**src/rtl/spi_frame_engine.sv**
```systemverilog
// SPI mode-0 slave frame engine: snapshots positions at frame start, stages settings, commits atomically.
// Optional MOSI/MISO checksum byte enabled by defining SPI_CHECKSUM_EN.
module spi_frame_engine #(
   parameter int NCH    = 4,
   parameter int PW     = 21,
   parameter int VW     = 12,
   parameter int T      = 5,
   parameter int DOUT_W = 16,
   parameter int DIN_W  = 16
) (
   input  logic                clk,
   input  logic                rst,
   input  logic                sck,
   input  logic                ssel,
   input  logic                mosi,
   output logic                miso,
   input  logic [NCH*PW-1:0]   pos,
   input  logic [DIN_W-1:0]    din,
   input  logic [15:0]         rpm,
   output logic [NCH*VW-1:0]   vel,
   output logic [DOUT_W-1:0]   dout,
   output logic [T-1:0]        dirtime,
   output logic [T-1:0]        steptime,
   output logic [1:0]          tap,
   output logic                spol,
   output logic [NCH-1:0]      dpol,
   output logic [7:0]          pwm,
   output logic                commit_stb,
   output logic                frame_active,
   output logic                err_len,
   output logic                err_sum
);

   localparam int NB = 4*NCH + 8;
   localparam int B  = 4*NCH;
   localparam logic [5:0] NB_C = 6'(NB);
   localparam logic [5:0] B_C  = 6'(B);

   logic [2:0]        sck_q, ssel_q;
   logic              sck_rise, sck_fall, ssel_rise, ssel_fall;
   logic              frame_active_q, active_d;
   logic [3:0]        bit_cnt_q, bit_cnt_d;
   logic [5:0]        byte_cnt_q, byte_cnt_d, byte_cnt_inc;
   logic [7:0]        rx_q, rx_d, rx_byte;
   logic [7:0]        tx_q, tx_d, tx_byte;
   logic [NCH*PW-1:0] snap_q, snap_d, pos_src;
   logic [5:0]        tx_idx, tx_off;
   logic              tx_load;
   logic              wr_en, end_act, len_ok, sum_ok, commit;
   logic [7:0]        ck_byte;
   logic [7:0]        stage_q [NB];
   logic              err_len_q, err_sum_q, commit_stb_q;
   logic [7:0]        seq_q;
   logic [NCH*VW-1:0] vel_q, vel_d;
   logic [NCH-1:0]    dpol_q;
   logic [DOUT_W-1:0] dout_q;
   logic [T-1:0]      dirtime_q, steptime_q;
   logic [1:0]        tap_q;
   logic              spol_q;
   logic [7:0]        pwm_q;
   logic [23:0]       pos_k;

   // Edges are taken from the two oldest stages so both inputs see identical latency.
   assign sck_rise  =  sck_q[1]  & ~sck_q[2];
   assign sck_fall  = ~sck_q[1]  &  sck_q[2];
   assign ssel_rise =  ssel_q[1] & ~ssel_q[2];
   assign ssel_fall = ~ssel_q[1] &  ssel_q[2];

   assign rx_byte      = {rx_q[6:0], mosi};
   assign byte_cnt_inc = (byte_cnt_q == 6'd63) ? 6'd63 : byte_cnt_q + 6'd1;
   assign wr_en        = frame_active_q & ~ssel_fall & sck_rise & (bit_cnt_q == 4'd7);
   assign end_act      = frame_active_q & ssel_rise;
   assign len_ok       = (byte_cnt_q == NB_C) && (bit_cnt_q == 4'd0);
   assign commit       = end_act & len_ok & sum_ok;
   assign pos_src      = ssel_fall ? pos : snap_q;

   always_comb begin
      bit_cnt_d  = bit_cnt_q;
      byte_cnt_d = byte_cnt_q;
      rx_d       = rx_q;
      tx_d       = tx_q;
      snap_d     = snap_q;
      active_d   = frame_active_q;
      tx_idx     = byte_cnt_inc;
      tx_load    = 1'b0;
      if (ssel_fall) begin
         bit_cnt_d  = 4'd0;
         byte_cnt_d = 6'd0;
         active_d   = 1'b1;
         snap_d     = pos;
         tx_idx     = 6'd0;
         tx_load    = 1'b1;
      end else if (frame_active_q) begin
         if (sck_rise && bit_cnt_q != 4'd8) begin
            rx_d      = rx_byte;
            bit_cnt_d = bit_cnt_q + 4'd1;
         end
         if (sck_fall) begin
            if (bit_cnt_q == 4'd8) begin
               bit_cnt_d  = 4'd0;
               byte_cnt_d = byte_cnt_inc;
               tx_load    = 1'b1;
            end else begin
               tx_d = {tx_q[6:0], 1'b0};
            end
         end
         if (ssel_rise) active_d = 1'b0;
      end
      if (tx_load) tx_d = tx_byte;
   end

   always_comb begin
      tx_byte = 8'h00;
      pos_k   = 24'h0;
      tx_off  = tx_idx - B_C;
      if (tx_idx < B_C) begin
         for (int k = 0; k < NCH; k++) begin
            if (tx_idx[5:2] == 4'(k)) pos_k = 24'(pos_src[k*PW +: PW]);
         end
         case (tx_idx[1:0])
            2'd0:    tx_byte = pos_k[7:0];
            2'd1:    tx_byte = pos_k[15:8];
            2'd2:    tx_byte = pos_k[23:16];
            default: tx_byte = 8'h00;
         endcase
      end else if (tx_idx < NB_C) begin
         case (tx_off)
            6'd0:    tx_byte = din[7:0];
            6'd1:    tx_byte = 8'(din >> 8);
            6'd2:    tx_byte = rpm[7:0];
            6'd3:    tx_byte = rpm[15:8];
            6'd4:    tx_byte = {err_len_q, err_sum_q, 6'b0};
            6'd5:    tx_byte = seq_q;
            6'd7:    tx_byte = ck_byte;
            default: tx_byte = 8'h00;
         endcase
      end
   end

   always_ff @(posedge clk) begin
      if (rst) begin
         sck_q          <= '0;
         ssel_q         <= '0;
         frame_active_q <= 1'b0;
         bit_cnt_q      <= '0;
         byte_cnt_q     <= '0;
         rx_q           <= '0;
         tx_q           <= '0;
         snap_q         <= '0;
      end else begin
         sck_q          <= {sck_q[1:0], sck};
         ssel_q         <= {ssel_q[1:0], ssel};
         frame_active_q <= active_d;
         bit_cnt_q      <= bit_cnt_d;
         byte_cnt_q     <= byte_cnt_d;
         rx_q           <= rx_d;
         tx_q           <= tx_d;
         snap_q         <= snap_d;
      end
   end

   genvar gi;
   generate
      for (gi = 0; gi < NB; gi++) begin : g_stage
         always_ff @(posedge clk) begin
            if (rst)
               stage_q[gi] <= 8'h00;
            else if (wr_en && byte_cnt_q == 6'(gi))
               stage_q[gi] <= rx_byte;
         end
      end
      for (gi = 0; gi < NCH; gi++) begin : g_vel
         assign vel_d[gi*VW +: VW] = {stage_q[4*gi+1][VW-9:0], stage_q[4*gi]};
      end
   endgenerate

`ifdef SPI_CHECKSUM_EN
   logic [7:0] rx_sum_q, tx_sum_q;

   // The MISO sum follows the bytes actually loaded, so live din/rpm stay consistent with it.
   always_ff @(posedge clk) begin
      if (rst) begin
         rx_sum_q <= 8'h00;
         tx_sum_q <= 8'h00;
         err_sum_q <= 1'b0;
      end else begin
         if (ssel_fall)
            rx_sum_q <= 8'h00;
         else if (wr_en && byte_cnt_q < NB_C - 6'd1)
            rx_sum_q <= rx_sum_q + rx_byte;
         if (tx_load && tx_idx < NB_C - 6'd1)
            tx_sum_q <= (ssel_fall ? 8'h00 : tx_sum_q) + tx_byte;
         if (end_act)
            err_sum_q <= (byte_cnt_q >= NB_C) && !sum_ok;
      end
   end
   assign sum_ok  = (rx_sum_q == stage_q[NB-1]);
   assign ck_byte = tx_sum_q;
`else
   assign err_sum_q = 1'b0;
   assign sum_ok    = 1'b1;
   assign ck_byte   = 8'h00;
`endif

   always_ff @(posedge clk) begin
      if (rst) begin
         vel_q        <= '0;
         dout_q       <= '0;
         dirtime_q    <= '0;
         steptime_q   <= '0;
         tap_q        <= '0;
         spol_q       <= 1'b0;
         dpol_q       <= '0;
         pwm_q        <= '0;
         seq_q        <= '0;
         err_len_q    <= 1'b0;
         commit_stb_q <= 1'b0;
      end else begin
         commit_stb_q <= commit;
         if (end_act) err_len_q <= ~len_ok;
         if (commit) begin
            vel_q      <= vel_d;
            dout_q     <= {stage_q[B+1][DOUT_W-9:0], stage_q[B]};
            spol_q     <= stage_q[B+2][7];
            dirtime_q  <= stage_q[B+2][T-1:0];
            tap_q      <= stage_q[B+3][7:6];
            steptime_q <= stage_q[B+3][T-1:0];
            pwm_q      <= stage_q[B+4];
            dpol_q     <= stage_q[B+5][NCH-1:0];
            seq_q      <= seq_q + 8'd1;
         end
      end
   end

   assign miso         = tx_q[7];
   assign vel          = vel_q;
   assign dout         = dout_q;
   assign dirtime      = dirtime_q;
   assign steptime     = steptime_q;
   assign tap          = tap_q;
   assign spol         = spol_q;
   assign dpol         = dpol_q;
   assign pwm          = pwm_q;
   assign commit_stb   = commit_stb_q;
   assign frame_active = frame_active_q;
   assign err_len      = err_len_q;
   assign err_sum      = err_sum_q;

endmodule

```
**config.mk**
```make
export PLATFORM = sky130hd
export DESIGN_NAME = spi_frame_engine
export DESIGN_NICKNAME = d
export VERILOG_FILES = /design/src/rtl/spi_frame_engine.sv
export SDC_FILE = /design/constraint.sdc
export NUM_CORES = 1
export LEC_CHECK = 0
export CELL_PAD_IN_SITES_DETAIL_PLACEMENT = 1
export CELL_PAD_IN_SITES_GLOBAL_PLACEMENT = 1
export CORE_MARGIN = 10
export CORE_UTILIZATION = 40
export CTS_CLUSTER_DIAMETER = 100
export DETAILED_ROUTE_END_ITERATION = 10
export PLACE_DENSITY = 0.83
export RECOVER_POWER = 100
export SYNTH_ARGS = -nofsm -noshare
export SYNTH_HDL_FRONTEND = slang
export SYNTH_SLANG_ARGS = --single-unit
```
**constraint.sdc**
```tcl
create_clock -name clk -period 2.81 [get_ports clk]
set_input_delay 0.562 -clock clk [delete_from_list [all_inputs] [get_ports clk]]
set_output_delay 0.562 -clock clk [all_outputs]
set_load 0.01 [all_outputs]
```
Word level (Yosys, flattened, before mapping):

Memories as Yosys holds them, arrays and structs flattened. A register that Yosys moved wholly into a read port is not among the register bits.
Index checks and enable logic that the tools add are counted.

* eq/ne operators: 40
* reductions and logical operators: 37
* bitwise gates (word level): 39
* add/subtract/negate cells: 4
* $lt $le $gt $ge: 2
* mux-type cells: 124

Operator list (number)
* 8-bit 2-to-1 mux: 31
* 84-bit 2-to-1 mux: 1
* 1-bit 2-to-1 mux: 81
* 24-bit 2-to-1 mux: 3
* 6-bit by 5-bit == test with 1-bit output (second input constant): 9
* 6-bit by 4-bit == test with 1-bit output (second input constant): 8
* 8-bit one-hot mux with 6 select lines: 1
* 6-bit by 3-bit == test with 1-bit output (second input constant): 6
* 1-bit logical AND: 26
* 6-bit by 2-bit == test with 1-bit output (second input constant): 4
* 1-bit OR: 24
* 8-bit one-hot mux with 3 select lines: 1
* 21-bit 2-to-1 mux: 1
* 6-bit by 1-bit == test with 1-bit output (second input constant): 2
* 6-bit logical NOT: 2
* 6-bit by 5-bit < comparator with 1-bit output (second input constant): 2
* 4-bit 2-to-1 mux: 3
* 6-bit 2-to-1 mux: 2
* 1-bit bitwise AND: 9
* 8-bit by 1-bit adder with 8-bit output (second input constant): 1
* 4-bit by 2-bit == test with 1-bit output (second input constant): 2
* 4-bit logical NOT: 2
* 6-bit by 1-bit adder with 6-bit output (second input constant): 1
* 6-bit == test (second input constant): 1
* 16 further kinds: 23

* bits in writable memories: 192
* memories: 1
* flip-flop bits (word level): 126
* output and inout port bits: 94
* logic and storage cells: 258

Memories
* stage_q: words 24, bits a word 8, rd ports 14, clocked after Yosys merged registers in 14, write ports 24, line 51 `logic [7:0] stage_q [NB];`

Depth between registers and ports, before layout:

* word-level depth: 11
* depth in mapped cells: 11

Worst setup path before layout:

OpenSTA, ideal clock, no wires.

* kind: register -> register
* start point: register byte_cnt_q[1]
* end point: register tx_q[3]
* path slack: 0.426 ns
* arrival: 2.315 ns
* stages on the path, launching flop included: 11
* clock period less this slack: 2.384 ns
* buffers on the path: 2
* library setup time: 0.069 ns
* cell sequence: dfxtp_1 ha_1 buf_4 nand3_1 o31a_1 or3_1 buf_6 and4_4 o32a_1 and4b_1 o21ai_1

* word-level cells in the longest chain between the ends: 11
* elaborated cells between the ends (all ways): 29
* those cells by class: add/sub: 2; order compare: 2; eq/ne: 11; mux: 11; reduce/logical: 3

Ends and longest elaborated chain
* from (decl): line 43 `logic [5:0] byte_cnt_q, byte_cnt_d, byte_cnt_inc;`
* from (signal assigned): line 155 `byte_cnt_q <= byte_cnt_d;`
* 6-bit by 1-bit adder with 6-bit output / 6-bit == test (equally long branches): line 70 `assign byte_cnt_inc = (byte_cnt_q == 6'd63) ? 6'd63 : byte_cnt_q + 6'd1;`
* 6-bit 2-to-1 mux (*): line 70
* 6-bit 2-to-1 mux (*): line 86 `if (ssel_fall) begin`
* parallel branches: the longest is 6 deep, another holds 6-bit by 5-bit subtractor with 6-bit output
* 8-bit 2-to-1 mux (*): line 116 `if (tx_idx < B_C) begin`
* 8-bit 2-to-1 mux (*): line 109 `if (tx_load) tx_d = tx_byte;`
* to (signal assigned): line 157 `tx_q <= tx_d;`
* to (decl): line 45 `logic [7:0] tx_q, tx_d, tx_byte;`

Every way passes the cells marked *.
A chain may end at the register's enable or synchronous reset.

Final worst setup path:

* start point: register byte_cnt_q[2]
* end point: register tx_q[4]

Same word-level chain as after synthesis.

==> flow_summary.json <==
{
  "outcome": "finished, final reports clean",
  "critical_path.max_fanout": 12,
  "dr_total_vias": 11040,
  "fraction_of_layout_cells_with_a_size_suffix_above_1_pct": 6.875,
  "post_cts_buffers": 0,
  "die_x_um": 197.3,
  "synthTopCellsByCount": "sky130_fd_sc_hd__nand2_1, sky130_fd_sc_hd__dfxtp_1, sky130_fd_sc_hd__a21oi_1",
  "post_layout_inst_area_um2": 16290,
  "die_y_um": 197.3,
  "final_critical_path_setup_slack_ps": 176.2,
  "finalHoldViolations": 0,
  "power_density_nw_per_um2": 559.3,
  "avgViaCountPerCell": 5.452,
  "clock_sink_count": 304,
  "fin_worst_skew_ps": 12.44,
  "totalPowerFinal_mw": 9.111,
  "grt_antenna_before_repair": 0,
  "fp-row-count": 64,
  "clkSlewWorstSetupHoldPaths_ps": 70,
  "fin_nets": 1734,
  "detail_route.drc_violations": 0,
  "worst_path_buf_inv": 1,
  "synth_edf_count": 89,
  "htree_levels": 1,
  "finalSetupViolCount": 0,
  "worst-path-stages": 8,
  "postPlaceCellArea_um2": 15310,
  "hold_ws_ps": 308.7,
  "grt_pass1_vias": 11730,
  "drt_pass1_iterations": 8,
  "yosysSeqAreaShare_pct": 55.49,
  "ctsRootBufferMaster": "sky130_fd_sc_hd__clkbuf_16",
  "grt_first_pass_wirelength_um": 67100,
  "slowest_stage": "sky130_fd_sc_hd__dfxtp_1",
  "starting_density_pct": 40.78,
  "worst_slew_margin_rel_pct": 21.26,
  "syn-mean-instance-area_um2": 8.955,
  "core_um2": 30830,
  "synthMostInstantiatedCell": "sky130_fd_sc_hd__nand2_1",
  "place_ws_ps": 12.51,
  "critPathKind": "reg2reg",
  "hold_path_end": "ssel_q[2]",
  "critPathTopFamily": "compound AO/OA/AOI/OAI gates",
  "synth_ff_type": "sky130_fd_sc_hd__dfxtp_1",
  "synth.lib_cells_used.distinct": 68,
  "timing.final.crit_share_pct": 93.73,
  "numCtsBuffers": 31,
  "antenna_violating_nets_post_route": 0,
  "floorplan.die_area_um2": 38930,
  "grt_max_degree": 102,
  "synth.cell_area_um2": 12570,
  "maxSlewViolCount": 0,
  "timing.rr.start": "byte_cnt_q[2]",
  "asyncSetResetFlopFracSynth_pct": 0,
  "path_cells": "and3_1, xor2_1, o21ai_1, buf_4, a22o_1, a221oi_1, o211a_1, o21ai_0",
  "num_antenna_cells": 0,
  "global_route.usage.total_pct": 21.63,
  "syn_nets": 1532,
  "grt.overflow.total": 0,
  "max_cap_violations": 0,
  "grt_setup_unrepaired": "yes",
  "finalCriticalPeriod_ps": 2634,
  "post-synth-top-area-cell": "sky130_fd_sc_hd__dfxtp_1",
  "r2r_cells": 8,
  "wirelength_um": 43800,
  "least_margin_pin_slew_ps": 1181,
  "totalNegativeSetupSlack_ps": 0,
  "number_of_instances_in_the_synthesized_netlist": 1404,
  "worstSetupStartpointType": "flop",
  "placement.io_buffers": 213,
  "synth-seq-cells": 304,
  "routabilityCongestion": 1.028,
  "min_from": "rst",
  "hp-class": "in2reg",
  "worst_skew_pair.late_latency_ps": 570,
  "rr_endpoint": "tx_q[4]",
  "fmax_mhz": 379.7,
  "average_routed_wire_per_standard_cell_um": 21.63,
  "min_delay_path_depth": 2,
  "cts.path.max_buffers": 3,
  "floorplan.io_pins": 215,
  "ys_warn_count": 0,
  "vdd_ir_drop_max_uv": 582.0,
  "leakagePower_nw": 5.858,
  "critical_path_end_type": "flop",
  "tritoncts": "built",
  "dr.first_iter.drc_count": 805,
  "ys_top_cells_by_area": "sky130_fd_sc_hd__dfxtp_1, sky130_fd_sc_hd__edfxtp_1, sky130_fd_sc_hd__nand2_1, sky130_fd_sc_hd__a21oi_1, sky130_fd_sc_hd__and2_1",
  "ff2ff_setup_slack_ps": 180,
  "dp_hpwl_um": 31920,
  "worst-endpoint-required_ps": 3260,
  "post-synth-top-area-fraction_pct": 34.23,
  "timing.critical_path.arrival_ps": 3090,
  "crit_path_max_incr_delay_ps": 570,
  "syn_to_final_growth_pct": 29.56
}
## stage by stage
step,std cells,util (%)
after floorplan,1404,-
final,2025,52.84
after global placement,1969,49.67
after global routing,2025,52.84
after CTS,2025,52.94
after detailed placement,1969,49.67
## cells in the final DEF, fill, tap and decap left out, types with 15 or more instances in the layout
cell / instances
sky130_fd_sc_hd__a21oi_1: 196
sky130_fd_sc_hd__and2_0: 57
sky130_fd_sc_hd__clkbuf_1: 18
sky130_fd_sc_hd__clkdlybuf4s50_1: 119
sky130_fd_sc_hd__buf_4: 41
sky130_fd_sc_hd__nor3_1: 15
sky130_fd_sc_hd__nand3_1: 25
sky130_fd_sc_hd__and2_1: 17
sky130_fd_sc_hd__o21ai_0: 19
sky130_fd_sc_hd__nor2_1: 44
sky130_fd_sc_hd__edfxtp_1: 89
sky130_fd_sc_hd__dfxtp_1: 215
sky130_fd_sc_hd__dlygate4sd3_1: 93
sky130_fd_sc_hd__clkbuf_16: 33
sky130_fd_sc_hd__and3_1: 29
sky130_fd_sc_hd__nand2_1: 405
## worst max-delay path by stage
stage	start	end	slack, ps
after floorplan	byte_cnt_q[1]	tx_q[3]	430
after global placement	byte_cnt_q[0]	tx_q[6]	140
after detailed placement	byte_cnt_q[1]	tx_q[6]	10
after CTS	byte_cnt_q[1]	tx_q[6]	50
after global routing	byte_cnt_q[1]	tx_q[5]	-30
final	byte_cnt_q[2]	tx_q[4]	180
## repair_timing
action,4_1_cts,5_1_grt
endpoints found under the setup margin,1,7
gates cloned,0,0
pin swaps,0,0
hold endpoints to repair,0,0
resized for setup,1,4
hold buffers,0,0
## final cells by class
class                      count  area, µm²
clock buffer                  49      945.9
tap                          396      495.5
inverter                       6      22.52
clock inverter                 7      56.30
fill                        3523      14540
multi-input combinational    994       5197
timing repair buffer         269       2596
sequential                   304       6977
## power breakdown
part	switching [mW]	internal, mW
clock network	1.75	2.31
registers	0.0422	4.60
logic	0.202	0.212
## cells by family (layout without fill, tap and decap cells)
| logic type | after synthesis | in the layout | synth area share, % |
|---|---|---|---|
| fa+ha+maj | 7 | 7 | 0.6966 |
| buf+inv | 106 | 331 | 3.592 |
| other cells | 1 | 1 | 0.02983 |
| compound gates | 314 | 314 | 15.03 |
| xor+xnor | 14 | 14 | 1.035 |
| mux | 9 | 9 | 0.7265 |
| flops | 304 | 304 | 55.49 |
| simple gates | 649 | 649 | 23.41 |
## layer usage
metal,track usage (%),share of wire (%)
met5,0,0
met1,25.15,40
met4,7.861,3.3
met2,39.26,51
met3,3.424,5.9
## state kept, by name, indices dropped and copies added (netlist names), 5 cells and up
register and count:
byte_cnt_q 6, tx_q 8, pwm 8, snap_q 84
dirtime 5, dout 16, stage_q 89, rx_q 7
steptime 5, seq_q 8, vel 48
Power figures use the tool's default switching activity.
